<file path="src/rtl/hazard_unit_dual_if.sv">
// Pipeline-side signal bundle for the dual-issue hazard/forwarding unit.
// master = pipeline (drives register fields), slave = hazard_unit_dual.
interface hazard_unit_dual_if;
  logic [4:0] rs_d_0, rs_d_1, rt_d_0, rt_d_1;
  logic [4:0] writereg_d_0;
  logic       regwrite_d_0;
  logic       startmult_d_0, startmult_d_1;
  logic [4:0] rs_e_0, rs_e_1, rt_e_0, rt_e_1;
  logic [4:0] writereg_e_0, writereg_e_1;
  logic       regwrite_e_0, regwrite_e_1;
  logic       memtoreg_e_0, memtoreg_e_1;
  logic       startmult_e_0, startmult_e_1;
  logic [4:0] writereg_m_0, writereg_m_1;
  logic       regwrite_m_0, regwrite_m_1;
  logic [4:0] writereg_w_0, writereg_w_1;
  logic       regwrite_w_0, regwrite_w_1;
  logic [2:0] forwarda_e_0, forwarda_e_1, forwardb_e_0, forwardb_e_1;
  logic       stall_f, stall_d, flush_e;
  logic [1:0] issue_d;

  modport master (
    output rs_d_0, rs_d_1, rt_d_0, rt_d_1, writereg_d_0, regwrite_d_0,
           startmult_d_0, startmult_d_1,
           rs_e_0, rs_e_1, rt_e_0, rt_e_1, writereg_e_0, writereg_e_1,
           regwrite_e_0, regwrite_e_1, memtoreg_e_0, memtoreg_e_1,
           startmult_e_0, startmult_e_1,
           writereg_m_0, writereg_m_1, regwrite_m_0, regwrite_m_1,
           writereg_w_0, writereg_w_1, regwrite_w_0, regwrite_w_1,
    input  forwarda_e_0, forwarda_e_1, forwardb_e_0, forwardb_e_1,
           stall_f, stall_d, flush_e, issue_d
  );

  modport slave (
    input  rs_d_0, rs_d_1, rt_d_0, rt_d_1, writereg_d_0, regwrite_d_0,
           startmult_d_0, startmult_d_1,
           rs_e_0, rs_e_1, rt_e_0, rt_e_1, writereg_e_0, writereg_e_1,
           regwrite_e_0, regwrite_e_1, memtoreg_e_0, memtoreg_e_1,
           startmult_e_0, startmult_e_1,
           writereg_m_0, writereg_m_1, regwrite_m_0, regwrite_m_1,
           writereg_w_0, writereg_w_1, regwrite_w_0, regwrite_w_1,
    output forwarda_e_0, forwarda_e_1, forwardb_e_0, forwardb_e_1,
           stall_f, stall_d, flush_e, issue_d
  );
endinterface

</file>
<file path="src/rtl/hazard_unit_dual.sv">
// Dual-issue hazard/forwarding controller: forward selects, load-use and bundle-split stalls.
// Optional multiplier interlock enabled by defining HAZARD_MULT_INTERLOCK_EN.
//
// state | meaning
// IDLE  | both decode slots pending issue
// SPLIT | slot 0 already issued, slot 1 pending
module hazard_unit_dual #(
  parameter int MULT_LAT = 4
) (
  input logic                clk,
  input logic                reset,
  hazard_unit_dual_if.slave  hz
);

  typedef enum logic {IDLE, SPLIT} state_t;

  state_t state, state_nx;
  logic   lu, mb, dep, slot0_pending;
  logic   ld_e_0, ld_e_1;

  // M beats W; within a stage the younger slot 1 wins.
  function automatic logic [2:0] fwd_sel(
    input logic [4:0] src,
    input logic       rw_m1, input logic [4:0] wr_m1,
    input logic       rw_m0, input logic [4:0] wr_m0,
    input logic       rw_w1, input logic [4:0] wr_w1,
    input logic       rw_w0, input logic [4:0] wr_w0
  );
    logic [2:0] sel;
    sel = 3'b000;
    if (src != 5'd0) begin
      if (rw_m1 && wr_m1 == src)      sel = 3'b110;
      else if (rw_m0 && wr_m0 == src) sel = 3'b010;
      else if (rw_w1 && wr_w1 == src) sel = 3'b101;
      else if (rw_w0 && wr_w0 == src) sel = 3'b001;
    end
    return sel;
  endfunction

  always_comb begin
    hz.forwarda_e_0 = fwd_sel(hz.rs_e_0, hz.regwrite_m_1, hz.writereg_m_1, hz.regwrite_m_0,
                              hz.writereg_m_0, hz.regwrite_w_1, hz.writereg_w_1,
                              hz.regwrite_w_0, hz.writereg_w_0);
    hz.forwardb_e_0 = fwd_sel(hz.rt_e_0, hz.regwrite_m_1, hz.writereg_m_1, hz.regwrite_m_0,
                              hz.writereg_m_0, hz.regwrite_w_1, hz.writereg_w_1,
                              hz.regwrite_w_0, hz.writereg_w_0);
    hz.forwarda_e_1 = fwd_sel(hz.rs_e_1, hz.regwrite_m_1, hz.writereg_m_1, hz.regwrite_m_0,
                              hz.writereg_m_0, hz.regwrite_w_1, hz.writereg_w_1,
                              hz.regwrite_w_0, hz.writereg_w_0);
    hz.forwardb_e_1 = fwd_sel(hz.rt_e_1, hz.regwrite_m_1, hz.writereg_m_1, hz.regwrite_m_0,
                              hz.writereg_m_0, hz.regwrite_w_1, hz.writereg_w_1,
                              hz.regwrite_w_0, hz.writereg_w_0);
  end

  // Only slots still waiting for issue can be hit by a load or multiplier hazard.
  assign slot0_pending = (state == IDLE);
  assign ld_e_0 = hz.memtoreg_e_0 & hz.regwrite_e_0 & (hz.writereg_e_0 != 5'd0);
  assign ld_e_1 = hz.memtoreg_e_1 & hz.regwrite_e_1 & (hz.writereg_e_1 != 5'd0);

  always_comb begin
    lu = 1'b0;
    if (ld_e_0 && ((slot0_pending && (hz.writereg_e_0 == hz.rs_d_0 || hz.writereg_e_0 == hz.rt_d_0))
                   || hz.writereg_e_0 == hz.rs_d_1 || hz.writereg_e_0 == hz.rt_d_1))
      lu = 1'b1;
    if (ld_e_1 && ((slot0_pending && (hz.writereg_e_1 == hz.rs_d_0 || hz.writereg_e_1 == hz.rt_d_0))
                   || hz.writereg_e_1 == hz.rs_d_1 || hz.writereg_e_1 == hz.rt_d_1))
      lu = 1'b1;
  end

  assign dep = hz.regwrite_d_0 & (hz.writereg_d_0 != 5'd0) &
               ((hz.rs_d_1 == hz.writereg_d_0) | (hz.rt_d_1 == hz.writereg_d_0));

`ifdef HAZARD_MULT_INTERLOCK_EN
  logic [3:0] mcnt;

  // A multiply flushed out of E never started, so it must not arm the counter.
  always_ff @(posedge clk) begin
    if (reset)
      mcnt <= 4'd0;
    else if ((hz.startmult_e_0 | hz.startmult_e_1) && !hz.flush_e)
      mcnt <= 4'(MULT_LAT - 1);
    else if (mcnt != 4'd0)
      mcnt <= mcnt - 4'd1;
  end

  assign mb = (mcnt != 4'd0) & ((slot0_pending & hz.startmult_d_0) | hz.startmult_d_1);
`else
  logic unused_mult;
  assign unused_mult = ^{hz.startmult_d_0, hz.startmult_d_1, hz.startmult_e_0, hz.startmult_e_1};
  assign mb = 1'b0;
`endif

  always_ff @(posedge clk) begin
    if (reset) state <= IDLE;
    else       state <= state_nx;
  end

  always_comb begin
    state_nx   = state;
    hz.stall_f = 1'b0;
    hz.stall_d = 1'b0;
    hz.flush_e = 1'b0;
    hz.issue_d = 2'b11;
    if (lu || mb) begin
      hz.stall_f = 1'b1;
      hz.stall_d = 1'b1;
      hz.flush_e = 1'b1;
      hz.issue_d = 2'b00;
    end else begin
      case (state)
        IDLE: begin
          if (dep) begin
            hz.issue_d = 2'b01;
            hz.stall_f = 1'b1;
            hz.stall_d = 1'b1;
            state_nx   = SPLIT;
          end
        end
        SPLIT: begin
          hz.issue_d = 2'b10;
          state_nx   = IDLE;
        end
        default: state_nx = IDLE;
      endcase
    end
  end

endmodule

</file>
<file path="src/flat_wrapper.sv">
// flat-port wrapper written by rule: the top's interface ports become plain ports
module hazard_unit_dual_flat 
#(
  parameter int MULT_LAT = 4
)
  (clk, reset, hz_rs_d_0, hz_rs_d_1, hz_rt_d_0, hz_rt_d_1, hz_writereg_d_0, hz_regwrite_d_0, hz_startmult_d_0, hz_startmult_d_1, hz_rs_e_0, hz_rs_e_1, hz_rt_e_0, hz_rt_e_1, hz_writereg_e_0, hz_writereg_e_1, hz_regwrite_e_0, hz_regwrite_e_1, hz_memtoreg_e_0, hz_memtoreg_e_1, hz_startmult_e_0, hz_startmult_e_1, hz_writereg_m_0, hz_writereg_m_1, hz_regwrite_m_0, hz_regwrite_m_1, hz_writereg_w_0, hz_writereg_w_1, hz_regwrite_w_0, hz_regwrite_w_1, hz_forwarda_e_0, hz_forwarda_e_1, hz_forwardb_e_0, hz_forwardb_e_1, hz_stall_f, hz_stall_d, hz_flush_e, hz_issue_d);
  hazard_unit_dual_if hz_i ();
  input logic clk;
  input logic reset;
  input wire logic [$bits(hz_i.rs_d_0)-1:0] hz_rs_d_0;
  input wire logic [$bits(hz_i.rs_d_1)-1:0] hz_rs_d_1;
  input wire logic [$bits(hz_i.rt_d_0)-1:0] hz_rt_d_0;
  input wire logic [$bits(hz_i.rt_d_1)-1:0] hz_rt_d_1;
  input wire logic [$bits(hz_i.writereg_d_0)-1:0] hz_writereg_d_0;
  input wire logic [$bits(hz_i.regwrite_d_0)-1:0] hz_regwrite_d_0;
  input wire logic [$bits(hz_i.startmult_d_0)-1:0] hz_startmult_d_0;
  input wire logic [$bits(hz_i.startmult_d_1)-1:0] hz_startmult_d_1;
  input wire logic [$bits(hz_i.rs_e_0)-1:0] hz_rs_e_0;
  input wire logic [$bits(hz_i.rs_e_1)-1:0] hz_rs_e_1;
  input wire logic [$bits(hz_i.rt_e_0)-1:0] hz_rt_e_0;
  input wire logic [$bits(hz_i.rt_e_1)-1:0] hz_rt_e_1;
  input wire logic [$bits(hz_i.writereg_e_0)-1:0] hz_writereg_e_0;
  input wire logic [$bits(hz_i.writereg_e_1)-1:0] hz_writereg_e_1;
  input wire logic [$bits(hz_i.regwrite_e_0)-1:0] hz_regwrite_e_0;
  input wire logic [$bits(hz_i.regwrite_e_1)-1:0] hz_regwrite_e_1;
  input wire logic [$bits(hz_i.memtoreg_e_0)-1:0] hz_memtoreg_e_0;
  input wire logic [$bits(hz_i.memtoreg_e_1)-1:0] hz_memtoreg_e_1;
  input wire logic [$bits(hz_i.startmult_e_0)-1:0] hz_startmult_e_0;
  input wire logic [$bits(hz_i.startmult_e_1)-1:0] hz_startmult_e_1;
  input wire logic [$bits(hz_i.writereg_m_0)-1:0] hz_writereg_m_0;
  input wire logic [$bits(hz_i.writereg_m_1)-1:0] hz_writereg_m_1;
  input wire logic [$bits(hz_i.regwrite_m_0)-1:0] hz_regwrite_m_0;
  input wire logic [$bits(hz_i.regwrite_m_1)-1:0] hz_regwrite_m_1;
  input wire logic [$bits(hz_i.writereg_w_0)-1:0] hz_writereg_w_0;
  input wire logic [$bits(hz_i.writereg_w_1)-1:0] hz_writereg_w_1;
  input wire logic [$bits(hz_i.regwrite_w_0)-1:0] hz_regwrite_w_0;
  input wire logic [$bits(hz_i.regwrite_w_1)-1:0] hz_regwrite_w_1;
  output wire logic [$bits(hz_i.forwarda_e_0)-1:0] hz_forwarda_e_0;
  output wire logic [$bits(hz_i.forwarda_e_1)-1:0] hz_forwarda_e_1;
  output wire logic [$bits(hz_i.forwardb_e_0)-1:0] hz_forwardb_e_0;
  output wire logic [$bits(hz_i.forwardb_e_1)-1:0] hz_forwardb_e_1;
  output wire logic [$bits(hz_i.stall_f)-1:0] hz_stall_f;
  output wire logic [$bits(hz_i.stall_d)-1:0] hz_stall_d;
  output wire logic [$bits(hz_i.flush_e)-1:0] hz_flush_e;
  output wire logic [$bits(hz_i.issue_d)-1:0] hz_issue_d;
  assign hz_i.rs_d_0 = hz_rs_d_0;
  assign hz_i.rs_d_1 = hz_rs_d_1;
  assign hz_i.rt_d_0 = hz_rt_d_0;
  assign hz_i.rt_d_1 = hz_rt_d_1;
  assign hz_i.writereg_d_0 = hz_writereg_d_0;
  assign hz_i.regwrite_d_0 = hz_regwrite_d_0;
  assign hz_i.startmult_d_0 = hz_startmult_d_0;
  assign hz_i.startmult_d_1 = hz_startmult_d_1;
  assign hz_i.rs_e_0 = hz_rs_e_0;
  assign hz_i.rs_e_1 = hz_rs_e_1;
  assign hz_i.rt_e_0 = hz_rt_e_0;
  assign hz_i.rt_e_1 = hz_rt_e_1;
  assign hz_i.writereg_e_0 = hz_writereg_e_0;
  assign hz_i.writereg_e_1 = hz_writereg_e_1;
  assign hz_i.regwrite_e_0 = hz_regwrite_e_0;
  assign hz_i.regwrite_e_1 = hz_regwrite_e_1;
  assign hz_i.memtoreg_e_0 = hz_memtoreg_e_0;
  assign hz_i.memtoreg_e_1 = hz_memtoreg_e_1;
  assign hz_i.startmult_e_0 = hz_startmult_e_0;
  assign hz_i.startmult_e_1 = hz_startmult_e_1;
  assign hz_i.writereg_m_0 = hz_writereg_m_0;
  assign hz_i.writereg_m_1 = hz_writereg_m_1;
  assign hz_i.regwrite_m_0 = hz_regwrite_m_0;
  assign hz_i.regwrite_m_1 = hz_regwrite_m_1;
  assign hz_i.writereg_w_0 = hz_writereg_w_0;
  assign hz_i.writereg_w_1 = hz_writereg_w_1;
  assign hz_i.regwrite_w_0 = hz_regwrite_w_0;
  assign hz_i.regwrite_w_1 = hz_regwrite_w_1;
  assign hz_forwarda_e_0 = hz_i.forwarda_e_0;
  assign hz_forwarda_e_1 = hz_i.forwarda_e_1;
  assign hz_forwardb_e_0 = hz_i.forwardb_e_0;
  assign hz_forwardb_e_1 = hz_i.forwardb_e_1;
  assign hz_stall_f = hz_i.stall_f;
  assign hz_stall_d = hz_i.stall_d;
  assign hz_flush_e = hz_i.flush_e;
  assign hz_issue_d = hz_i.issue_d;
  hazard_unit_dual #(.MULT_LAT(MULT_LAT)) u_core (.clk(clk), .reset(reset), .hz(hz_i));
endmodule
</file>
<file path="config.mk">
export PLATFORM = sky130hd
export DESIGN_NAME = hazard_unit_dual_flat
export DESIGN_NICKNAME = d
export VERILOG_FILES = /design/src/rtl/hazard_unit_dual_if.sv /design/src/rtl/hazard_unit_dual.sv /design/src/flat_wrapper.sv
export SDC_FILE = /design/constraint.sdc
export NUM_CORES = 1
export LEC_CHECK = 0
export CAP_MARGIN = 20
export CELL_PAD_IN_SITES_DETAIL_PLACEMENT = 1
export CELL_PAD_IN_SITES_GLOBAL_PLACEMENT = 1
export CORE_MARGIN = 3
export CORE_UTILIZATION = 29
export CTS_BUF_LIST = sky130_fd_sc_hd__clkbuf_8
export CTS_CLUSTER_SIZE = 12
export DETAILED_ROUTE_END_ITERATION = 8
export PLACE_DENSITY_LB_ADDON = 0.1
export SLEW_MARGIN = 20
export SYNTH_ARGS = -nofsm -noshare
export SYNTH_HDL_FRONTEND = slang
export SYNTH_SLANG_ARGS = --single-unit
</file>
<file path="constraint.sdc">
create_clock -name clk -period 4.9 [get_ports clk]
set_input_delay 0.49 -clock clk [delete_from_list [all_inputs] [get_ports clk]]
set_output_delay 0.49 -clock clk [all_outputs]
set_load 0.01 [all_outputs]
</file>
# [Yosys cells after proc, flatten, opt, wreduce, memory -nomap -nowiden]
# Cells that the tools add are included.
[totals] regBits=1 in_bits=90 out_inout_bits=17 word_cells=98
[op_classes] eq_ne=26 mux=30 n_bitwise=8 reduce_logical=33
[op_table] cell="$eq A5 B5 Y1" n=26
[op_table] cell="$mux W3" n=16
[op_table] cell="$reduce_bool A5 Y1" n=7
[op_table] cell="$logic_and A1 B1 Y1" n=20
[op_table] cell="$mux W1" n=10
[op_table] cell="$and A1 B1 Y1" n=6
[op_table] cell="$logic_or A1 B1 Y1" n=6
[op_table] cell="$mux W2" n=2
[op_table] cell="$pmux W2 S2" n=1
[op_table] cell="$pmux W1 S2" n=1
[op_table] cell="$not A1 Y1" n=1
[op_table] cell="$or A1 B1 Y1" n=1

# [Logic depth before layout (Yosys ltp)]
[logic_depth] depth_word=9 mapped_depth=8 mapped_depth_nobuf=6

# [Worst setup path after synthesis]
# No wires, ideal clock.
[synth_path] path_type="input to output" startpoint="input hz_writereg_e_0[3]" endpoint="output hz_stall_f" t_arrival_ns=1.885 t_required_ns=4.410 setup_slack_ns=2.525 path_stages=6 path_buffers=2 cell_sequence="buf_2 -> or4_4 -> o211ai_2 -> o22ai_2 -> or2_1 -> buf_4"
[synth_via] elab_chain_cells=9 word_cells_on_any_way=14 classes_between="eq/ne (4); mux (3); bitwise (1); reduce/logical (6)"
[synth_lines] element="start: declaration" line="flat_wrapper.sv:22" rtl="input wire logic [$bits(hz_i.writereg_e_0)-1:0] hz_writereg_e_0;"
[synth_lines] element="$eq A5 B5 Y1" line="hazard_unit_dual.sv:62" rtl="if (ld_e_0 && ((slot0_pending && (hz.writereg_e_0 == hz.rs_d_0 || hz.writereg_e_0 == hz.rt_d_0))"
[synth_lines] element="$logic_or A1 B1 Y1" line="hazard_unit_dual.sv:62"
[synth_lines] element="$logic_and A1 B1 Y1" line="hazard_unit_dual.sv:62"
[synth_lines] element="$logic_or A1 B1 Y1 (2 in series)" line="hazard_unit_dual.sv:63" rtl="|| hz.writereg_e_0 == hz.rs_d_1 || hz.writereg_e_0 == hz.rt_d_1))"
[synth_lines] element="$logic_and A1 B1 Y1 (*)" line="hazard_unit_dual.sv:62"
[synth_lines] element="$mux W1 (*)" line="hazard_unit_dual.sv:62"
[synth_lines] element="$mux W1 (*)" line="hazard_unit_dual.sv:65" rtl="if (ld_e_1 && ((slot0_pending && (hz.writereg_e_1 == hz.rs_d_0 || hz.writereg_e_1 == hz.rt_d_0))"
[synth_lines] element="$mux W1 (*)"
[synth_lines] element="end: declaration" line="flat_wrapper.sv:42" rtl="output wire logic [$bits(hz_i.stall_f)-1:0] hz_stall_f;"
# Mark *: on every way between the ends. The rest lies on a longest branch, timed or not.

# [Worst setup path in the final report]
[layout_path] startpoint="input hz_writereg_e_0[4]" endpoint="output hz_stall_d"
[layout_via] elab_chain_cells=9 word_cells_on_any_way=14 classes_between="eq/ne (4); mux (3); bitwise (1); reduce/logical (6)"
[layout_lines] element="$eq A5 B5 Y1" line="hazard_unit_dual.sv:62"
[layout_lines] element="$logic_or A1 B1 Y1" line="hazard_unit_dual.sv:62"
[layout_lines] element="$logic_and A1 B1 Y1" line="hazard_unit_dual.sv:62"
[layout_lines] element="$logic_or A1 B1 Y1 (2 in series)" line="hazard_unit_dual.sv:63"
[layout_lines] element="$logic_and A1 B1 Y1 (*)" line="hazard_unit_dual.sv:62"
[layout_lines] element="$mux W1 (*)" line="hazard_unit_dual.sv:62"
[layout_lines] element="$mux W1 (*)" line="hazard_unit_dual.sv:65"
[layout_lines] element="$mux W1 (*)" line="hazard_unit_dual.sv:104" rtl="if (lu || mb) begin"
[layout_lines] element="end: declaration" line="flat_wrapper.sv:43" rtl="output wire logic [$bits(hz_i.stall_d)-1:0] hz_stall_d;"
# Marked as above.

==> impl_metrics.env <==
export IMPL_synthDistinctLibCells=29
export IMPL_fin_area_um2=2870
export IMPL_cp_top_family="buffers and inverters"
export IMPL_antenna_cells=0
export IMPL_startpoint_type="input pin"
export IMPL_top_register="u_core.state"
export IMPL_hold_viol_final=0
export IMPL_synth_top_area_share=0.341
export IMPL_drt_met1_wl_um=2990
export IMPL_slew_violations=0
export IMPL_outcome="completed"
export IMPL_synth_top_family_by_area="XOR/XNOR gates"
export IMPL_crit_arrival_ns=2.77
export IMPL_coreArea_um2=6130
export IMPL_period_share=0.665
export IMPL_synth_adder_area_share=0
export IMPL_wl_per_cell_um=17.6
export IMPL_hpwlAfterDp_um=6130
export IMPL_crit_path_cell_trace="clkdlybuf4s50_1, xnor2_1, nand4_1, nor3_1, nor3_1, o22ai_2, or2_1, clkdlybuf4s50_1"
export IMPL_hold_path_class="register to register"
export IMPL_synthCells=265
export IMPL_ys_warn_count=0
export IMPL_setup_tns_ns=0
export IMPL_cp_slowest_stage_delay_ns=0.68
export IMPL_grt_pass1_vias=2161
export IMPL_die_height_um=86.9
export IMPL_peakVddDrop_v=0.0000371
export IMPL_port_buffers=102
export IMPL_syn_nets=355
export IMPL_crit_path_max_fanout=5
export IMPL_final_cell_mix="102 x clkdlybuf4s50_1, 74 x xor2_1, 56 x xnor2_1"
export IMPL_required_ns=4.41
export IMPL_crit_slowest_cell="clkdlybuf4s50_1"
export IMPL_synth_simple_area_share=0.245
export IMPL_worst_path_stages=8
export IMPL_yosysSeqAreaShare=0.0105
export IMPL_cts_clk_slew_worst_paths_ns=0
export IMPL_fin_cells=411
export IMPL_grt_max_degree=8
export IMPL_drive_above_1_share=0.0119
export IMPL_rr_worst_depth=4
export IMPL_reg_top3="u_core.state (1)"
export IMPL_setup_violations=0
export IMPL_avgSynthCellArea_um2=7.16
export IMPL_worst_hold_slack_ns=0.623
export IMPL_synth_compound_area_frac=0.0554
export IMPL_yosys_area_top_type="xor2_1"
export IMPL_synth_mux_area_frac=0.00527
export IMPL_ant_nets=0
export IMPL_area_growth_syn_to_layout_pct=51.1
export IMPL_rrSetupSlack_ns=3.59
export IMPL_dr_pass1_iters=4
export IMPL_syn_cell_area_um2=1900
export IMPL_mostFrequentLayoutCell="clkdlybuf4s50_1"
export IMPL_power_per_cell_area_nw_per_um2=90.3
export IMPL_place_inst=411
export IMPL_highest_layer="met4"
export IMPL_drt_initial_drc_count=63
export IMPL_grt_first_pass_wirelength_um=11400
export IMPL_fin_skew_ns=0
export IMPL_critical_path_endpoint="hz_stall_d"
export IMPL_r2r_end="u_core.state$_SDFFE_PP0N_"
export IMPL_worst_pin_slew_ns=0.378
export IMPL_fin_nets=428
export IMPL_antenna_found_initial=0
export IMPL_synth_seq_cells=1
export IMPL_slew_headroom=0.747
export IMPL_die_x_um=86.9
export IMPL_cp_startpoint="hz_writereg_e_0[4]"
export IMPL_gp_congestion=0.827
export IMPL_leakagePower_nw=1.03
export IMPL_max_freq_mhz=307
export IMPL_num_vias=2009
export IMPL_ios=107
export IMPL_endpoint_kind="primary output"
export IMPL_die_area_um2=7550
export IMPL_cp_buffers_inverters=2
export IMPL_vias_per_cell=4.89
export IMPL_rsz0062_at_grt="no"
export IMPL_clock_latency_ns=0
export IMPL_start_util=0.310
export IMPL_cts_resized=0
export IMPL_netlist_top_cells_area="xor2_1 34%, xnor2_1 26%, nor4_1 5.3%, and3_1 4.0%, nor2_1 3.6%"
export IMPL_worstSetupPathType="input pin to primary output"
export IMPL_met3_length_um=551
export IMPL_largest_reg_flops=1
export IMPL_totalWireLength_um=7230
export IMPL_yosys_area_share_xor_xnor=0.600
export IMPL_post_cts_buffers=0
export IMPL_placedInstanceArea_um2=2870
export IMPL_std_cell_rows=28
export IMPL_fin_util=0.468
export IMPL_cts_hold_fix_buffers=0
export IMPL_rr_startpoint="u_core.state$_SDFFE_PP0N_"
export IMPL_grt_use_total=0.188
export IMPL_wl_met2_um=3580
export IMPL_period_needed_ns=3.26
export IMPL_drc_errors=0
export IMPL_grt_overflow=0
export IMPL_max_cap_violations=0
[worst min-delay path: cells and delay by family, from the launching register on]
| family | cells | cell delay, ns |
|---|---|---|
| flip-flops | 1 | 0.38 |
| AND/OR/NAND/NOR | 1 | 0.12 |
| multiplexers | 1 | 0.07 |
[synth_stat cells (all sizes together)]
cell / number
xor2: 74
xnor2: 56
nor2: 18
buf: 17
nor4: 16
clkbuf: 14
and3: 12
nor3: 8
or4: 7
nand3: 6
a21oi: 5
a31oi: 4
inv: 4
nand2: 4
nand4: 4
nor3b: 4
o22ai: 3
nand2b: 2
o211ai: 2
dfxtp: 1
mux2i: 1
nor2b: 1
o21ai: 1
or2: 1
[where the power goes]
| part | switching (mW) | leakage, nW | internal [mW] |
|---|---|---|---|
| clock network | 0 | 0 | 0 |
| logic | 0.113 | 1.02 | 0.138 |
| registers | 0.000406 | 0.00807 | 0.00848 |
| total | 0.113 | 1.03 | 0.146 |
[layer usage]
metal | up-vias | GRT usage
li1 | 1017 | -
met1 | 913 | 0.230
met2 | 73 | 0.350
met3 | 6 | 0.0312
met4 | 0 | 0.0255
met5 | - | 0
[cell families after synthesis]
logic type,after synthesis
AOI/OAI and AO/OA,15
xor gates and xnor gates,130
buffers and inverters,35
DFF,1
muxes,1
and+or+nand+nor,83
[layout make-up]
class                           count  area [um^2]
Sequential cell                     1         20.0
Tap cell                           75         93.8
Fill cell                         768         3260
Inverter                            4         15.0
Timing Repair Buffer              102         1020
Multi-Input combinational cell    229         1720
[stage by stage]
step | setup WS, ns | power, mW
global placement | 1.65 | 0.256
floorplan | 2.52 | 0.140
finish | 1.64 | 0.259
detailed placement | 1.62 | 0.260
CTS | 1.62 | 0.262
global route | 1.53 | 0.282
[worst min path at each step]
stage / start / to / slack (ns) / depth (start not counted)
floorplan: u_core.state$_SDFFE_PP0N_ / u_core.state$_SDFFE_PP0N_ / 0.52 / 2
global placement: u_core.state$_SDFFE_PP0N_ / u_core.state$_SDFFE_PP0N_ / 0.60 / 2
detailed placement: u_core.state$_SDFFE_PP0N_ / u_core.state$_SDFFE_PP0N_ / 0.61 / 2
CTS: u_core.state$_SDFFE_PP0N_ / u_core.state$_SDFFE_PP0N_ / 0.62 / 2
global route: u_core.state$_SDFFE_PP0N_ / u_core.state$_SDFFE_PP0N_ / 0.65 / 2
finish: u_core.state$_SDFFE_PP0N_ / u_core.state$_SDFFE_PP0N_ / 0.62 / 2
(Power assumes the default switching activity.)
